===== config.mk =====
export PLATFORM = sky130hd
export DESIGN_NAME = button_conditioner
export DESIGN_NICKNAME = d
export VERILOG_FILES = /design/src/rtl/button_pkg.sv /design/src/rtl/bit_sync.sv /design/src/rtl/button_conditioner.sv
export SDC_FILE = /design/constraint.sdc
export NUM_CORES = 1
export LEC_CHECK = 0
export BUFFER_PORTS_ARGS = -buffer_cell sky130_fd_sc_hd__buf_2
export CELL_PAD_IN_SITES_DETAIL_PLACEMENT = 1
export CELL_PAD_IN_SITES_GLOBAL_PLACEMENT = 1
export CORE_MARGIN = 3
export CORE_UTILIZATION = 48
export CTS_BUF_LIST = sky130_fd_sc_hd__clkbuf_8 sky130_fd_sc_hd__clkbuf_16
export CTS_CLUSTER_DIAMETER = 120
export DETAILED_ROUTE_END_ITERATION = 10
export PLACE_DENSITY_LB_ADDON = 0.1
export SETUP_SLACK_MARGIN = 0.05
export SYNTH_ARGS = -nofsm -noshare
export SYNTH_HDL_FRONTEND = slang
export SYNTH_SLANG_ARGS = --single-unit

===== constraint.sdc =====
create_clock -name clk -period 2.8 [get_ports clk]
set_clock_uncertainty 0.1 [all_clocks]
set_input_delay 0.28 -clock clk [delete_from_list [all_inputs] [get_ports clk]]
set_output_delay 0.28 -clock clk [all_outputs]
set_load 0.1 [all_outputs]

===== src/rtl/button_pkg.sv =====
// rtl/button_pkg.sv - shared state encoding and time-to-cycle conversion for button_conditioner
package button_pkg;

    typedef enum logic [1:0] {
        RELEASED,
        PRESS_CHK,
        PRESSED,
        RELEASE_CHK
    } btn_state_t;

    // Converts a duration in microseconds to whole clock cycles, never less than one.
    function automatic int us_to_cycles(input int us, input int clk_per);
        longint c;
        c = (longint'(us) * 64'sd1000) / longint'(clk_per);
        return (c < 1) ? 1 : int'(c);
    endfunction

endpackage


===== src/rtl/bit_sync.sv =====
// rtl/bit_sync.sv - multi-flop synchroniser for one asynchronous input bit
module bit_sync #(
    parameter int STAGES = 2
) (
    input  logic clk,
    input  logic rst_n,
    input  logic d,
    output logic q
);

    (* ASYNC_REG = "TRUE" *) logic [STAGES-1:0] sync_q;
    logic [STAGES-1:0] sync_d;

    always_comb begin
        sync_d = {sync_q[STAGES-2:0], d};
    end

    always_ff @(posedge clk or negedge rst_n) begin
        if (!rst_n) begin
            sync_q <= '0;
        end else begin
            sync_q <= sync_d;
        end
    end

    assign q = sync_q[STAGES-1];

endmodule


===== src/rtl/button_conditioner.sv =====
// rtl/button_conditioner.sv - debounces one raw push-button into press/release/repeat pulses
module button_conditioner
    import button_pkg::*;
#(
    parameter int CLK_PER       = 10,
    parameter int DEBOUNCE_US   = 5000,
    parameter int REPEAT_EN     = 1,
    parameter int REPEAT_DLY_US = 500000,
    parameter int REPEAT_PER_US = 100000
) (
    input  logic clk,
    input  logic CPU_RESETN,
    input  logic BTNC,
    output logic btn_level,
    output logic btn_press,
    output logic btn_release,
    output logic btn_repeat,
    output logic btn_down
);

    localparam int DB_CNT  = us_to_cycles(DEBOUNCE_US, CLK_PER);
    localparam int RD_CNT  = us_to_cycles(REPEAT_DLY_US, CLK_PER);
    localparam int RP_CNT  = us_to_cycles(REPEAT_PER_US, CLK_PER);
    localparam int REP_MAX = (RD_CNT > RP_CNT) ? RD_CNT : RP_CNT;
    localparam int DB_W    = (DB_CNT > 1) ? $clog2(DB_CNT) : 1;
    localparam int REP_W   = (REP_MAX > 1) ? $clog2(REP_MAX) : 1;

    localparam logic [DB_W-1:0]  DB_LAST = DB_W'(DB_CNT - 1);
    localparam logic [REP_W-1:0] RD_LAST = REP_W'(RD_CNT - 1);
    localparam logic [REP_W-1:0] RP_LAST = REP_W'(RP_CNT - 1);

    logic s;

    bit_sync #(.STAGES(2)) u_sync (
        .clk   (clk),
        .rst_n (CPU_RESETN),
        .d     (BTNC),
        .q     (s)
    );

    btn_state_t       state_q, state_d;
    logic [DB_W-1:0]  db_cnt_q, db_cnt_d;
    logic [REP_W-1:0] rep_cnt_q, rep_cnt_d;
    logic             first_q, first_d;
    logic             level_q, level_d;
    logic             press_q, press_d;
    logic             release_q, release_d;
    logic             repeat_q, repeat_d;
    logic             down_q, down_d;

    always_comb begin
        state_d   = state_q;
        db_cnt_d  = db_cnt_q;
        rep_cnt_d = rep_cnt_q;
        first_d   = first_q;
        press_d   = 1'b0;
        release_d = 1'b0;
        repeat_d  = 1'b0;
        case (state_q)
            RELEASED: begin
                if (s) begin
                    state_d  = PRESS_CHK;
                    db_cnt_d = '0;
                end
            end
            PRESS_CHK: begin
                if (!s) begin
                    state_d = RELEASED;
                end else if (db_cnt_q == DB_LAST) begin
                    state_d   = PRESSED;
                    press_d   = 1'b1;
                    rep_cnt_d = '0;
                    first_d   = 1'b1;
                end else begin
                    db_cnt_d = db_cnt_q + DB_W'(1);
                end
            end
            PRESSED: begin
                if (!s) begin
                    state_d  = RELEASE_CHK;
                    db_cnt_d = '0;
                end else if (REPEAT_EN != 0) begin
                    if ((first_q && rep_cnt_q == RD_LAST) || (!first_q && rep_cnt_q == RP_LAST)) begin
                        repeat_d  = 1'b1;
                        rep_cnt_d = '0;
                        first_d   = 1'b0;
                    end else begin
                        rep_cnt_d = rep_cnt_q + REP_W'(1);
                    end
                end
            end
            RELEASE_CHK: begin
                // A bounce back to 1 resumes PRESSED with the repeat count left as it was.
                if (s) begin
                    state_d = PRESSED;
                end else if (db_cnt_q == DB_LAST) begin
                    state_d   = RELEASED;
                    release_d = 1'b1;
                end else begin
                    db_cnt_d = db_cnt_q + DB_W'(1);
                end
            end
            default: begin
                state_d = RELEASED;
            end
        endcase
        level_d = (state_d == PRESSED) || (state_d == RELEASE_CHK);
        down_d  = press_d | repeat_d;
    end

    always_ff @(posedge clk or negedge CPU_RESETN) begin
        if (!CPU_RESETN) begin
            state_q   <= RELEASED;
            db_cnt_q  <= '0;
            rep_cnt_q <= '0;
            first_q   <= 1'b0;
            level_q   <= 1'b0;
            press_q   <= 1'b0;
            release_q <= 1'b0;
            repeat_q  <= 1'b0;
            down_q    <= 1'b0;
        end else begin
            state_q   <= state_d;
            db_cnt_q  <= db_cnt_d;
            rep_cnt_q <= rep_cnt_d;
            first_q   <= first_d;
            level_q   <= level_d;
            press_q   <= press_d;
            release_q <= release_d;
            repeat_q  <= repeat_d;
            down_q    <= down_d;
        end
    end

    assign btn_level   = level_q;
    assign btn_press   = press_q;
    assign btn_release = release_q;
    assign btn_repeat  = repeat_q;
    assign btn_down    = down_q;

endmodule

==> results.md, run 1 <==
Synth
- 9.149 sq um — Post-Syn Area per Cell
- 325 — net count after synthesis
- 0 — number of synthesized flops with an enable pin
- sky130_fd_sc_hd__dfrtp_1 — biggest area consumer among synthesized cells
- 46.15% — share of the synthesized area in the top cell type
- 320 — cell count after synthesis
- 2928 sq um — post-synthesis cell area
- 54 x sky130_fd_sc_hd__dfrtp_1, 29 x sky130_fd_sc_hd__a21oi_1, 28 x sky130_fd_sc_hd__nand2_1 — leading cell types by count after synthesis
- sky130_fd_sc_hd__dfrtp_1 46%, sky130_fd_sc_hd__a21oi_1 5.0%, sky130_fd_sc_hd__or4_1 4.6%, sky130_fd_sc_hd__o31ai_1 4.4%, sky130_fd_sc_hd__nand3_1 4.1% — most area-consuming cells after synthesis
- 0 — number of warnings reported in the yosys synthesis log
- 54 — register bit total from synthesis
- sky130_fd_sc_hd__dfrtp_1 — dominant register cell in the synthesized netlist
- sky130_fd_sc_hd__dfrtp_1 — library cell with the highest instance count after synthesis
- 100.0% — fraction of synthesis flops using an asynchronous set or reset pin
- 45 — synth unique cells
- 46.15% — post-synthesis sequential area ratio

Worst setup path
- simple AND/OR/NAND/NOR gates — Top delay family on crit path
- flop — startpoint type of the worst setup path
- 550 ps — Crit path largest cell delay
- 1 — combined buffer and inverter count along the critical path
- 50 — biggest fanout along the worst timing path
- db_cnt_q[1]$_DFFE_PN0P_ — launching point of the worst reg2reg path
- 2930 ps — Data required, critical path
- 7 — number of cells on the worst reg-to-reg path
- flop to flop — WS Path Type
- rep_cnt_q[21]$_DFFE_PN0P_ — worst flop-to-flop path endpoint
- sky130_fd_sc_hd__or4_1 — standard cell with the maximum stage delay on the critical path
- flop — endpoint type of the worst setup path
- 2640 ps — arrival time at the worst endpoint
- ha_1, and3_1, nand4_1, o31a_1, buf_4, or4_1, a21oi_1 — cell-by-cell trace of the critical path
- 290 ps — setup slack, reg-to-reg

Drt
- 7.587 mm — sum of routed wire length over all layers
- 152 — number of DRC violations after detailed-routing iteration 0
- 2635 — total via count after detailed routing
- 0 — remaining routing DRC violations
- 4 — first-pass detailed-route iteration total
- 6.474 — number of vias per cell
- 18.64 um — wire per inst
- 0 — antenna-violating nets left

Floorplan
- 27 — row count
- 8 — number of ports placed on the die boundary
- 51.28% — Initial Utilization
- 5709 sq um — Core Footprint
- 84.10 um — die height
- 84.10 um — Die X-Extent
- 7073 sq um — Total Die Area

Pwr
- 302.3 uW — switching power
- 0.0002931 V — Peak supply drop
- 3.4% — relative contribution of combinational cells to total power
- 42.9% — Clk network pwr share
- 1.258 nW — static leakage
- 20.34% — switching part of the total power
- 53.7% — sequential fraction of design power
- 458.2 nW/um^2 — power per cell area
- 1.184 mW — internal cell power

Worst hold path
- flop to flop — type of the worst min-delay path
- u_sync.sync_q[1]$_DFF_PN0_ — hold endpoint
- 0 — depth of the worst hold-timing path
- u_sync.sync_q[0]$_DFF_PN0_ — beginning of the worst hold path

Placement
- 0.8691 — Final Wtd Congestion
- 360.6 ps — Setup Slack @ Placement
- 7 — Port Buffers
- 5.319 mm — Post-DP HPWL
- 397 — Cells after DPL

STA
- 2506 ps — Period minus WS final
- 293.9 ps — final worst-path setup slack
- 0 ps — setup total negative slack
- 52.28% — relative slew slack
- 710.3 ps — transition time at the pin with the least slew margin
- 0 — Final setup violation count
- no — RSZ-0062 raised after global routing
- 89.51% — part of the cycle the worst path needs
- 0 — count of endpoints failing hold in the final timing report
- 399.0 MHz — Peak Freq
- 0 — final slew viol count
- 263.6 ps — Post-Route Hold Slack

Layout
- 0 — Inserted Diodes
- 9.851% — fraction of final layout cells with drive strength greater than 1
- 10.81% — area added between synthesis and finish
- 339 — final layout net count
- 407 — Non-Filler Instances
- 56.83% — fin util

Run
- 0 — max-cap check violation count

Clocking
- 5 — number of buffers added by the clock tree synthesis step
- 2 — largest buffer count on any clock path
- 54 — Clock Sinks
- 2 — number of H-tree branching levels
- done — TritonCTS clock tree
- 2 — Post-CTS Hold Buffers
- 300 ps — clock latency at the later pin of the worst-skew pair
- 100 ps — clock-pin slew on the worst setup and hold paths
- 0 — # Post-CTS Setup Buffers
- 0 — PostCTS Resize Cnt
- sky130_fd_sc_hd__clkbuf_8 — clock root buffer master

Run status
- finished clean — run status

Global route
- 22.52% — GR Util All Layers
- 51 — maximum number of pins on one net before global-route repair
- 13.09 mm — global-route wire length before repair
- 0 — aggregate global routing overflow
- 2676 — vias in the first global route
- 0 — antenna violations before repair

-- how the worst max path moves through the flow --
stage | depth (start not counted) | startpoint | endpoint
detailed placement | 6 | db_cnt_q[5]$_DFFE_PN0P_ | rep_cnt_q[21]$_DFFE_PN0P_
CTS | 7 | db_cnt_q[0]$_DFFE_PN0P_ | rep_cnt_q[21]$_DFFE_PN0P_
global route | 7 | db_cnt_q[1]$_DFFE_PN0P_ | rep_cnt_q[21]$_DFFE_PN0P_
finish | 7 | db_cnt_q[1]$_DFFE_PN0P_ | rep_cnt_q[21]$_DFFE_PN0P_
floorplan | 6 | btn_level$_DFF_PN0_ | rep_cnt_q[13]$_DFFE_PN0P_
global placement | 6 | db_cnt_q[5]$_DFFE_PN0P_ | rep_cnt_q[23]$_DFFE_PN0P_
-- registers in the layout (all words and copies together) (netlist names) --
name and count:
rep_cnt_q 26, db_cnt_q 19, u_sync.sync_q 2, btn_down 1, btn_level 1, btn_press 1, btn_release 1, btn_repeat 1
first_q 1, state_q 1
-- logic make-up (layout without fill, tap and decap cells) --
logic type / after synthesis / in the layout / share of synthesized area (%)
buf+inv: 24 / 39 / 3.248
compound gates: 76 / 76 / 16.37
fa+ha+maj: 2 / 2 / 0.8546
flops: 54 / 54 / 46.15
mux: 1 / 1 / 0.3846
simple gates: 153 / 153 / 30.00
xor+xnor: 10 / 10 / 2.992
-- layout make-up --
class	count	area [sq um]
flip-flops and latches	54	1351
multi-input cells	242	1481
clock inverters	2	60.06
clock buffers	6	82.58
fillers	675	2465
repair buffers	20	137.6
well taps	72	90.09
inverters	11	41.29
-- worst reg2reg max path: cells and delay by family (launching register included) --
kind / cells / cell delay [ps]
and+or+nand+nor: 3 / 950
AOI/OAI and AO/OA: 2 / 490
DFF: 1 / 410
buffers and inverters: 1 / 270
adders and majority gates: 1 / 220
-- through the flow --
stage | instance area (sq um) | total power, mW
finish | 3244 | 1.487
floorplan | 2928 | 0.8318
detailed placement | 3082 | 0.8626
global route | 3244 | 1.544
global placement | 3082 | 0.8612
CTS | 3244 | 1.502
-- power by group through the flow --
stage          combinational (mW)  clock (mW)  sequential [mW]
4_1_cts                    0.0521       0.652            0.798
2_1_floorplan              0.0233           0            0.809
3_3_place_gp               0.0489           0            0.812
6_report                   0.0504       0.638            0.798
5_1_grt                    0.0586       0.686            0.800
3_5_place_dp               0.0499           0            0.813
-- cells in the final DEF (no fill, tap or decap), types with 5 or more instances in the layout --
master,n
sky130_fd_sc_hd__o31ai_1,17
sky130_fd_sc_hd__nand3_1,24
sky130_fd_sc_hd__nand4_1,15
sky130_fd_sc_hd__or3_1,10
sky130_fd_sc_hd__buf_4,11
sky130_fd_sc_hd__dfrtp_1,54
sky130_fd_sc_hd__clkbuf_8,6
sky130_fd_sc_hd__or4_1,18
sky130_fd_sc_hd__buf_2,7
sky130_fd_sc_hd__a21oi_1,29
sky130_fd_sc_hd__inv_1,11
sky130_fd_sc_hd__xnor2_1,9
sky130_fd_sc_hd__nor2_1,19
sky130_fd_sc_hd__nor3_1,8
sky130_fd_sc_hd__nand2b_1,5
sky130_fd_sc_hd__o21ai_0,15
sky130_fd_sc_hd__nand2_1,28
sky130_fd_sc_hd__nor4_1,9
-- metal layers --
layer,vias up,global-route usage (%),share of wire (%)
met1,1359,27.88,44
met4,0,4.678,0.90
met2,25,41.39,53
li1,1245,-,-
met5,-,0,0
met3,6,3.356,1.8
(Power assumes the default switching activity.)
==> run 2: changes to the inputs <==
--- a/config.mk
+++ b/config.mk
@@ -9,12 +9,13 @@
 export CELL_PAD_IN_SITES_DETAIL_PLACEMENT = 1
 export CELL_PAD_IN_SITES_GLOBAL_PLACEMENT = 1
 export CORE_MARGIN = 3
-export CORE_UTILIZATION = 48
+export CORE_UTILIZATION = 43
 export CTS_BUF_LIST = sky130_fd_sc_hd__clkbuf_8 sky130_fd_sc_hd__clkbuf_16
 export CTS_CLUSTER_DIAMETER = 120
 export DETAILED_ROUTE_END_ITERATION = 10
 export PLACE_DENSITY_LB_ADDON = 0.1
 export SETUP_SLACK_MARGIN = 0.05
+export SLEW_MARGIN = 20
 export SYNTH_ARGS = -nofsm -noshare
 export SYNTH_HDL_FRONTEND = slang
 export SYNTH_SLANG_ARGS = --single-unit
==> constraint.sdc (replaced) <==
create_clock -name clk -period 2.2 [get_ports clk]
set_clock_uncertainty 0.1 [all_clocks]
set_input_delay 0.22 -clock clk [delete_from_list [all_inputs] [get_ports clk]]
set_output_delay 0.22 -clock clk [all_outputs]
set_load 0.1 [all_outputs]
==> run 2 against run 1 <==
Effect of this change:
- the run now ends with setup timing left
- first-iteration DRC count down 24%
- maximum frequency increased by 12%
- sequential power up 27%
- count of clock-buffer cells in the layout is 1 lower
- cell count rose by 13%
- sequential cell count unchanged
- critical path type unchanged
- critical endpoint is now rep_cnt_q[16]$_DFFE_PN0P_
- largest cell class unchanged
==> results.md, run 2 (synthesized netlist as in run 1, its figures left out) <==
Layout
- 33.76% — area added between synthesis and finish
- 32.55% — fraction of final layout cells with drive strength greater than 1
- rep_cnt_q — most flop-heavy register
- 388 — final layout net count
- 26 — max reg flops
- 52 x sky130_fd_sc_hd__dfrtp_1, 49 x sky130_fd_sc_hd__buf_4, 28 x sky130_fd_sc_hd__nand2_1 — commonest cells after routing, fill and taps aside
- 0 — Inserted Diodes
- sky130_fd_sc_hd__dfrtp_1 — most common library cell in the layout ignoring fill and taps
- rep_cnt_q x26, db_cnt_q x19, u_sync.sync_q x2 — Top Registers
- 746 — fill count
- 60.64% — fin util

Worst setup path
- ha_2, and3_4, nand4_1, o31a_1, buf_12, or4_1, a21oi_2 — cell-by-cell trace of the critical path
- rep_cnt_q[16]$_DFFE_PN0P_ — worst flop-to-flop path endpoint
- flop — startpoint type of the worst setup path
- 25 — biggest fanout along the worst timing path
- 2370 ps — arrival time at the worst endpoint
- flop to flop — WS Path Type
- 7 — number of cells on the worst reg-to-reg path
- db_cnt_q[1]$_DFFE_PN0P_ — launching point of the worst reg2reg path
- -30 ps — setup slack, reg-to-reg
- flop — endpoint type of the worst setup path
- 510 ps — Crit path largest cell delay
- 2340 ps — Data required, critical path
- sky130_fd_sc_hd__or4_1 — standard cell with the maximum stage delay on the critical path

Pwr
- 1.544 nW — static leakage
- 6.3% — relative contribution of combinational cells to total power
- 22.48% — switching part of the total power
- 37.1% — Clk network pwr share
- 456.3 nW/um^2 — power per cell area
- 56.6% — sequential fraction of design power
- 1.385 mW — internal cell power
- 401.8 uW — switching power
- 0.0003015 V — Peak supply drop

Clocking
- sky130_fd_sc_hd__clkbuf_8 — clock root buffer master
- done — TritonCTS clock tree
- 2 — largest buffer count on any clock path
- 310 ps — clock latency at the later pin of the worst-skew pair
- 5 — number of buffers added by the clock tree synthesis step
- 2 — number of H-tree branching levels
- 54 — Clock Sinks
- 100 ps — clock-pin slew on the worst setup and hold paths

STA
- 0 — final slew viol count
- 513.4 ps — transition time at the pin with the least slew margin
- 65.77% — relative slew slack
- 448.0 MHz — Peak Freq
- -32.21 ps — final worst-path setup slack
- 2232 ps — Period minus WS final
- 285.2 ps — Post-Route Hold Slack
- 101.5% — part of the cycle the worst path needs
- 0 — count of endpoints failing hold in the final timing report
- 9 — Final setup violation count
- yes — RSZ-0062 raised after global routing

Floorplan
- 7835 sq um — Total Die Area
- 88.52 um — Die X-Extent
- 45.33% — Initial Utilization
- 6459 sq um — Core Footprint
- 29 — row count
- 8 — number of ports placed on the die boundary
- 88.52 um — die height

Drt
- 0 — remaining routing DRC violations
- 115 — number of DRC violations after detailed-routing iteration 0
- 0 — antenna-violating nets left
- 20.32 um — wire per inst
- 2872 — total via count after detailed routing
- 9.369 mm — sum of routed wire length over all layers
- 4 — first-pass detailed-route iteration total
- 6.230 — number of vias per cell

Worst hold path
- u_sync.sync_q[0]$_DFF_PN0_ — beginning of the worst hold path
- 0 — depth of the worst hold-timing path
- u_sync.sync_q[1]$_DFF_PN0_ — hold endpoint
- flop to flop — type of the worst min-delay path

Run
- 0 — max-cap check violation count

Global route
- 3011 — vias in the first global route
- 0 — antenna violations before repair
- 0 — aggregate global routing overflow
- 24.34% — GR Util All Layers
- 51 — maximum number of pins on one net before global-route repair
- 14.90 mm — global-route wire length before repair

Placement
- 7 — Port Buffers
- 0.8218 — Final Wtd Congestion
- 6.220 mm — Post-DP HPWL

Run status
- setup timing — failing checks
- complete, but fails checks — run status

## run 2: cell types whose count changed in the layout (fill, tap and decap cells not counted), sizes merged
cell / previous run / this run
buf: 18 / 64
bufinv: 2 / 1
clkbuf: 6 / 8
clkinvlp: 0 / 1
inv: 11 / 12
## run 2: worst max-delay path, delay by kind of cell, from the launching register on
kind,cells,cell delay [ps]
AO/OA/AOI/OAI,2,510
buffers and inverters,1,170
adder cells (fa/ha/maj),1,190
AND/OR/NAND/NOR,3,820
flip-flops,1,370
## run 2: per-layer routing
layer  track usage [%]  vias up  wire length [um]
li1                  -     1337                 -
met1             28.96     1477              3849
met2             45.96       39              5128
met3             3.166       19               169
met4             6.181        0               221
met5                 0        -                 0
## run 2: repair_timing
action,in CTS,in global routing
resized for setup,7,50
buffers inserted,7,6
pin swaps,1,15
cloned,0,4
endpoints found under the hold margin,20,0
hold buffers,2,0
endpoints found under the setup margin,15,36
## run 2: metrics by stage
stage          setup TNS (ps)  cell area (sq um)  cells  total power [mW]  setup slack, ps
2_1_floorplan               0               2945    320             1.060            56.24
3_3_place_gp                0               3385    435             1.118            64.72
3_5_place_dp                0               3385    435             1.120            8.654
4_1_cts                -81.30               3596    452             1.805           -28.11
5_1_grt                 -1093               3916    461             1.868           -101.9
6_report               -138.1               3916    461             1.787           -32.21
## run 2: power groups by stage
stage	Clock, mW	Sequential (mW)	Combinational [mW]
after floorplan	0	1.03	0.0301
after global placement	0	1.03	0.0882
after detailed placement	0	1.03	0.0904
after CTS	0.686	1.01	0.109
after global routing	0.730	1.01	0.125
final	0.663	1.01	0.113
## run 2: worst max-delay path by stage
stage | depth (start not counted) | slack, ps | endpoint | startpoint
floorplan | 8 | 60 | rep_cnt_q[22]$_DFFE_PN0P_ | db_cnt_q[0]$_DFFE_PN0P_
global placement | 6 | 60 | rep_cnt_q[23]$_DFFE_PN0P_ | db_cnt_q[5]$_DFFE_PN0P_
detailed placement | 7 | 9 | rep_cnt_q[13]$_DFFE_PN0P_ | db_cnt_q[0]$_DFFE_PN0P_
CTS | 7 | -30 | rep_cnt_q[13]$_DFFE_PN0P_ | db_cnt_q[1]$_DFFE_PN0P_
global route | 7 | -100 | rep_cnt_q[21]$_DFFE_PN0P_ | db_cnt_q[1]$_DFFE_PN0P_
finish | 7 | -30 | rep_cnt_q[16]$_DFFE_PN0P_ | db_cnt_q[1]$_DFFE_PN0P_
## run 2: cell type report
class / count / area [sq um] / share of cell area (%)
multi-input combinational: 242 / 1698 / 43.35
sequential: 54 / 1356 / 34.63
timing repair buffer: 69 / 614.3 / 15.69
tap: 77 / 96.34 / 2.460
clock buffer: 5 / 68.82 / 1.757
inverter: 11 / 45.04 / 1.150
clock inverter: 3 / 37.54 / 0.9585
